## config.mk

```make
export PLATFORM = sky130hd
export DESIGN_NAME = mul4b_seq
export DESIGN_NICKNAME = d
export VERILOG_FILES = /design/src/rtl/mul4b_seq_pkg.sv /design/src/rtl/mul4b_seq_sum4b.sv /design/src/rtl/mul4b_seq.sv
export SDC_FILE = /design/constraint.sdc
export NUM_CORES = 1
export LEC_CHECK = 0
export CAP_MARGIN = 25
export CORE_ASPECT_RATIO = 0.8
export CORE_MARGIN = 3
export CORE_UTILIZATION = 51
export DETAILED_ROUTE_END_ITERATION = 8
export HOLD_SLACK_MARGIN = 0.12
export PLACE_DENSITY = 0.84
export SYNTH_ARGS = -nofsm -noshare
export SYNTH_HDL_FRONTEND = slang
export SYNTH_SLANG_ARGS = --single-unit
```

## constraint.sdc

```tcl
create_clock -name clk -period 3.1 [get_ports clk]
set_clock_uncertainty 0.15 [all_clocks]
set_input_delay 0.62 -clock clk [delete_from_list [all_inputs] [get_ports clk]]
set_output_delay 0.62 -clock clk [all_outputs]
set_load 0.02 [all_outputs]
```

## src/rtl/mul4b_seq_pkg.sv

```systemverilog
// Shared constants and types for the 4x4 sequential shift-add multiplier.
//   OP_W   : operand width (a, b, mcand, acc halves)
//   PROD_W : product width
//   STEPS  : number of shift-add steps per multiplication
//   CNT_W  : width of the step counter
//   state_t: FSM state encoding
package mul4b_seq_pkg;

  localparam int OP_W   = 4;
  localparam int PROD_W = 8;
  localparam int STEPS  = 4;
  localparam int CNT_W  = 2;

  typedef enum logic [1:0] {
    IDLE = 2'd0,
    CALC = 2'd1,
    DONE = 2'd2
  } state_t;

endpackage

```

## src/rtl/mul4b_seq_sum4b.sv

```systemverilog
// 4-bit ripple-carry adder stage.
// Ports:
//   a, b : 4-bit addends
//   ci   : carry in
//   so   : 4-bit sum
//   co   : carry out
module sum4b (
  input  logic [3:0] a,
  input  logic [3:0] b,
  input  logic       ci,
  output logic       co,
  output logic [3:0] so
);

  logic [4:0] c;

  assign c[0] = ci;

  for (genvar i = 0; i < 4; i++) begin : g_fa
    assign so[i]  = a[i] ^ b[i] ^ c[i];
    assign c[i+1] = (a[i] & b[i]) | (a[i] & c[i]) | (b[i] & c[i]);
  end

  assign co = c[4];

endmodule

```

## src/rtl/mul4b_seq.sv

```systemverilog
// Unsigned 4x4 sequential shift-add multiplier, one partial product per cycle.
// Ports:
//   clk   : clock, rising edge
//   rst   : synchronous active-high reset
//   start : request, sampled only in IDLE together with a and b
//   a, b  : unsigned multiplicand / multiplier
//   busy  : high in CALC and DONE
//   done  : one-cycle pulse, p is final in that cycle
//   p     : registered product, held until the next completion
//
// state | meaning
// IDLE  | waiting for start
// CALC  | four shift-add steps, one per cycle
// DONE  | product published, done pulsed; returns to IDLE unconditionally
module mul4b_seq
  import mul4b_seq_pkg::*;
(
  input  logic              clk,
  input  logic              rst,
  input  logic              start,
  input  logic [OP_W-1:0]   a,
  input  logic [OP_W-1:0]   b,
  output logic              busy,
  output logic              done,
  output logic [PROD_W-1:0] p
);

  state_t state, state_nxt;

  logic [OP_W-1:0]   mcand;
  logic [OP_W-1:0]   acc_hi;
  logic [OP_W-1:0]   acc_lo;
  logic [CNT_W-1:0]  cnt;

  logic [OP_W-1:0]   addend;
  logic [OP_W-1:0]   sum;
  logic              co;
  logic              last_step;
  logic [PROD_W-1:0] acc_nxt;

  // Partial product selected by the current multiplier LSB, which sits in acc_lo[0].
  assign addend = acc_lo[0] ? mcand : '0;

  sum4b u_sum4b (
    .a  (acc_hi),
    .b  (addend),
    .ci (1'b0),
    .co (co),
    .so (sum)
  );

  // Carry becomes the new MSB so no bit of the partial sum is lost on the shift.
  assign acc_nxt   = {co, sum, acc_lo[OP_W-1:1]};
  assign last_step = (cnt == CNT_W'(STEPS - 1));

  always_ff @(posedge clk) begin
    if (rst) begin
      state <= IDLE;
    end else begin
      state <= state_nxt;
    end
  end

  always_comb begin
    state_nxt = state;
    case (state)
      IDLE:    if (start) state_nxt = CALC;
      CALC:    if (last_step) state_nxt = DONE;
      DONE:    state_nxt = IDLE;
      default: state_nxt = IDLE;
    endcase
  end

  always_comb begin
    busy = (state == CALC) || (state == DONE);
    done = (state == DONE);
  end

  always_ff @(posedge clk) begin
    if (rst) begin
      mcand  <= '0;
      acc_hi <= '0;
      acc_lo <= '0;
      cnt    <= '0;
      p      <= '0;
    end else begin
      case (state)
        IDLE: begin
          if (start) begin
            mcand  <= a;
            acc_lo <= b;
            acc_hi <= '0;
            cnt    <= '0;
          end
        end
        CALC: begin
          {acc_hi, acc_lo} <= acc_nxt;
          cnt              <= cnt + CNT_W'(1);
          if (last_step) begin
            p <= acc_nxt;
          end
        end
        default: ;
      endcase
    end
  end

endmodule

```

==> results.json <==
{
  "cts.reportedPaths.clkPinSlew_ns": 0.13,
  "num-fill-cells": 194,
  "synthCells": 130,
  "insertedDiodeCount": 0,
  "clock_latency_ns": 0.32,
  "grt_max_degree": 25,
  "coreArea_sq_mm": 0.00220,
  "detail_route.wl_per_cell_um": 14.6,
  "io_pins": 21,
  "grt_pass1_vias": 908,
  "endpoint_kind": "flip-flop",
  "clock-sinks": 24,
  "maxCapViolations": 0,
  "dp.cells": 170,
  "hold_slack_ns": 0.312,
  "final_cell_mix": "24 x dfxtp_1, 23 x nand2_1, 20 x clkdlybuf4s50_1",
  "postCtsHoldBufs": 0,
  "portBuffers": 20,
  "synth_cell_types": 30,
  "die_y_um": 49.6,
  "root_buffer": "clkbuf_4",
  "drtIter0Drc": 56,
  "crit_type": "reg2reg",
  "num_rows": 15,
  "outcome": "finished, final reports clean",
  "ir_worst_vdd_mv": 0.316,
  "die_area_sq_mm": 0.00300,
  "dp_hpwl_um": 1920,
  "fin_area_sq_mm": 0.00141,
  "worstPathArrival_ns": 2.64,
  "worstMarginPinSlew_ns": 0.450,
  "syn-num-nets": 149,
  "synthTopCellsByArea": "dfxtp_1 40%, nand2_1 7.1%, a21oi_1 5.8%",
  "route.antenna.remaining_nets": 0,
  "p_leak_uw": 0.000478,
  "grt_overflow_total": 0,
  "hp-class": "reg2reg",
  "finalMaxSlewViolations": 0,
  "cp-start-kind": "flip-flop",
  "power_density_mw_per_mm2": 417,
  "post-route-drc-count": 0,
  "clockBufferDepth": 2,
  "period_share_pct": 83.0,
  "syn_area_sq_mm": 0.00121,
  "antenna_found_initial": 0,
  "power_uw": 587,
  "start_util_pct": 55.1,
  "yosysWarnings": 0,
  "viasPerCell": 5.68,
  "synth_top_area_share_pct": 39.7,
  "fin_nets": 169,
  "gp_congestion": 0.757,
  "slew_headroom_pct": 69.9,
  "firstDrtPassIters": 4,
  "postCtsSetupBuffers": 0,
  "critical_path_required_ns": 3.17,
  "routed_wl_um": 2530,
  "final_common_cell": "dfxtp_1",
  "yosys_register_bits": 24,
  "cts_resized": 0,
  "fin_tns_setup_ns": 0,
  "seq_area_frac_synth_pct": 39.7,
  "rsz0062_at_grt": "false",
  "syn2layout_area_growth_pct": 16.5,
  "grt_pass1_wl_um": 4310,
  "stdcell_count": 173,
  "layout-drive-gt1-share_pct": 8.78,
  "vias": 983,
  "setup_viol": 0,
  "track_usage_pct": 19.2,
  "synth.avg_cell_area_sq_um": 9.31,
  "hold_violations": 0,
  "htreeDepth": 1,
  "cts_tree": "built",
  "cts_made_buffers": 3,
  "yosysTopAreaCell": "dfxtp_1",
  "place_area_sq_mm": 0.00139,
  "fp.dieW_um": 60.5,
  "fmax_ghz": 0.389,
  "crit_fanout": 5,
  "fin_crit_ns": 2.57
}
[worst paths after layout]
check | start | end | slack, ns | depth (start not counted)
worst max-delay path | acc_lo[0]$_SDFFE_PP0P_ | acc_hi[2]$_SDFFE_PP0P_ | 0.53 | 9
worst min-delay path | p[0]$_SDFFE_PP0P_ | p[0]$_SDFFE_PP0P_ | 0.31 | 2
worst max register to register | acc_lo[0]$_SDFFE_PP0P_ | acc_hi[2]$_SDFFE_PP0P_ | 0.53 | 9
worst min register to register | p[0]$_SDFFE_PP0P_ | p[0]$_SDFFE_PP0P_ | 0.31 | 2
[cell type report]
| class | count | area (sq um) | area share (%) |
|---|---|---|---|
| sequential | 24 | 480 | 34.1 |
| tap | 25 | 31.3 | 2.22 |
| timing repair buffer | 22 | 215 | 15.3 |
| inverter | 7 | 26.3 | 1.86 |
| clock buffer | 3 | 22.5 | 1.60 |
| multi-input combinational | 92 | 634 | 45.0 |
[registers in the layout, indices dropped and copies added (netlist names)]
signal,flops
state,2
acc_hi,4
mcand,4
cnt,2
p,8
acc_lo,4
[worst max-delay path, cell delays in order, from the launching register on]
cell      delay (ns)
dfxtp_1         0.41
and2_1          0.15
ha_1            0.13
inv_1           0.05
fa_1            0.38
fa_1            0.39
fa_1            0.54
nand2_1         0.08
o211ai_1        0.11
a21oi_1         0.09
[where the power goes]
group	internal [uW]	switching [uW]	total, uW
sequential	323	12.3	335
combinational	51.1	62.1	113
clock	45.6	93.3	139
[layer usage]
metal | global-route usage [%] | part of all wire [%] | up-vias
li1 | - | - | 487
met4 | 6.14 | 1.5 | 0
met2 | 30.0 | 49 | 32
met3 | 5.76 | 5.8 | 6
met5 | 0 | 0 | -
met1 | 25.2 | 43 | 458
[metrics by stage]
step	worst slack [ns]	util (%)
global route	0.411	64.2
finish	0.527	64.2
CTS	0.514	64.2
global placement	0.660	63.2
floorplan	0.690	-
detailed placement	0.519	63.2
[cells in the mapped netlist, drive strengths merged]
| library cell | instances |
|---|---|
| a211oi | 10 |
| and2 | 2 |
| a32oi | 1 |
| inv | 6 |
| nand2 | 23 |
| o21ai | 1 |
| dfxtp | 24 |
| xor2 | 1 |
| fa | 3 |
| or2b | 1 |
| clkbuf | 1 |
| mux2 | 2 |
| nor2 | 10 |
| o21bai | 1 |
| a311oi | 1 |
| a21oi | 14 |
| o211ai | 4 |
| mux2i | 4 |
| buf | 6 |
| clkinv | 1 |
| nand3 | 4 |
| and2b | 1 |
| ha | 5 |
| a2bb2oi | 4 |
[cell families after synthesis]
group | synth area share [%]
compound gates | 21.8
mux | 5.48
flops | 39.7
buf+inv | 7.86
simple gates | 14.3
xor+xnor | 0.724
fa+ha+maj | 10.1
Power figures use the tool's default switching activity.
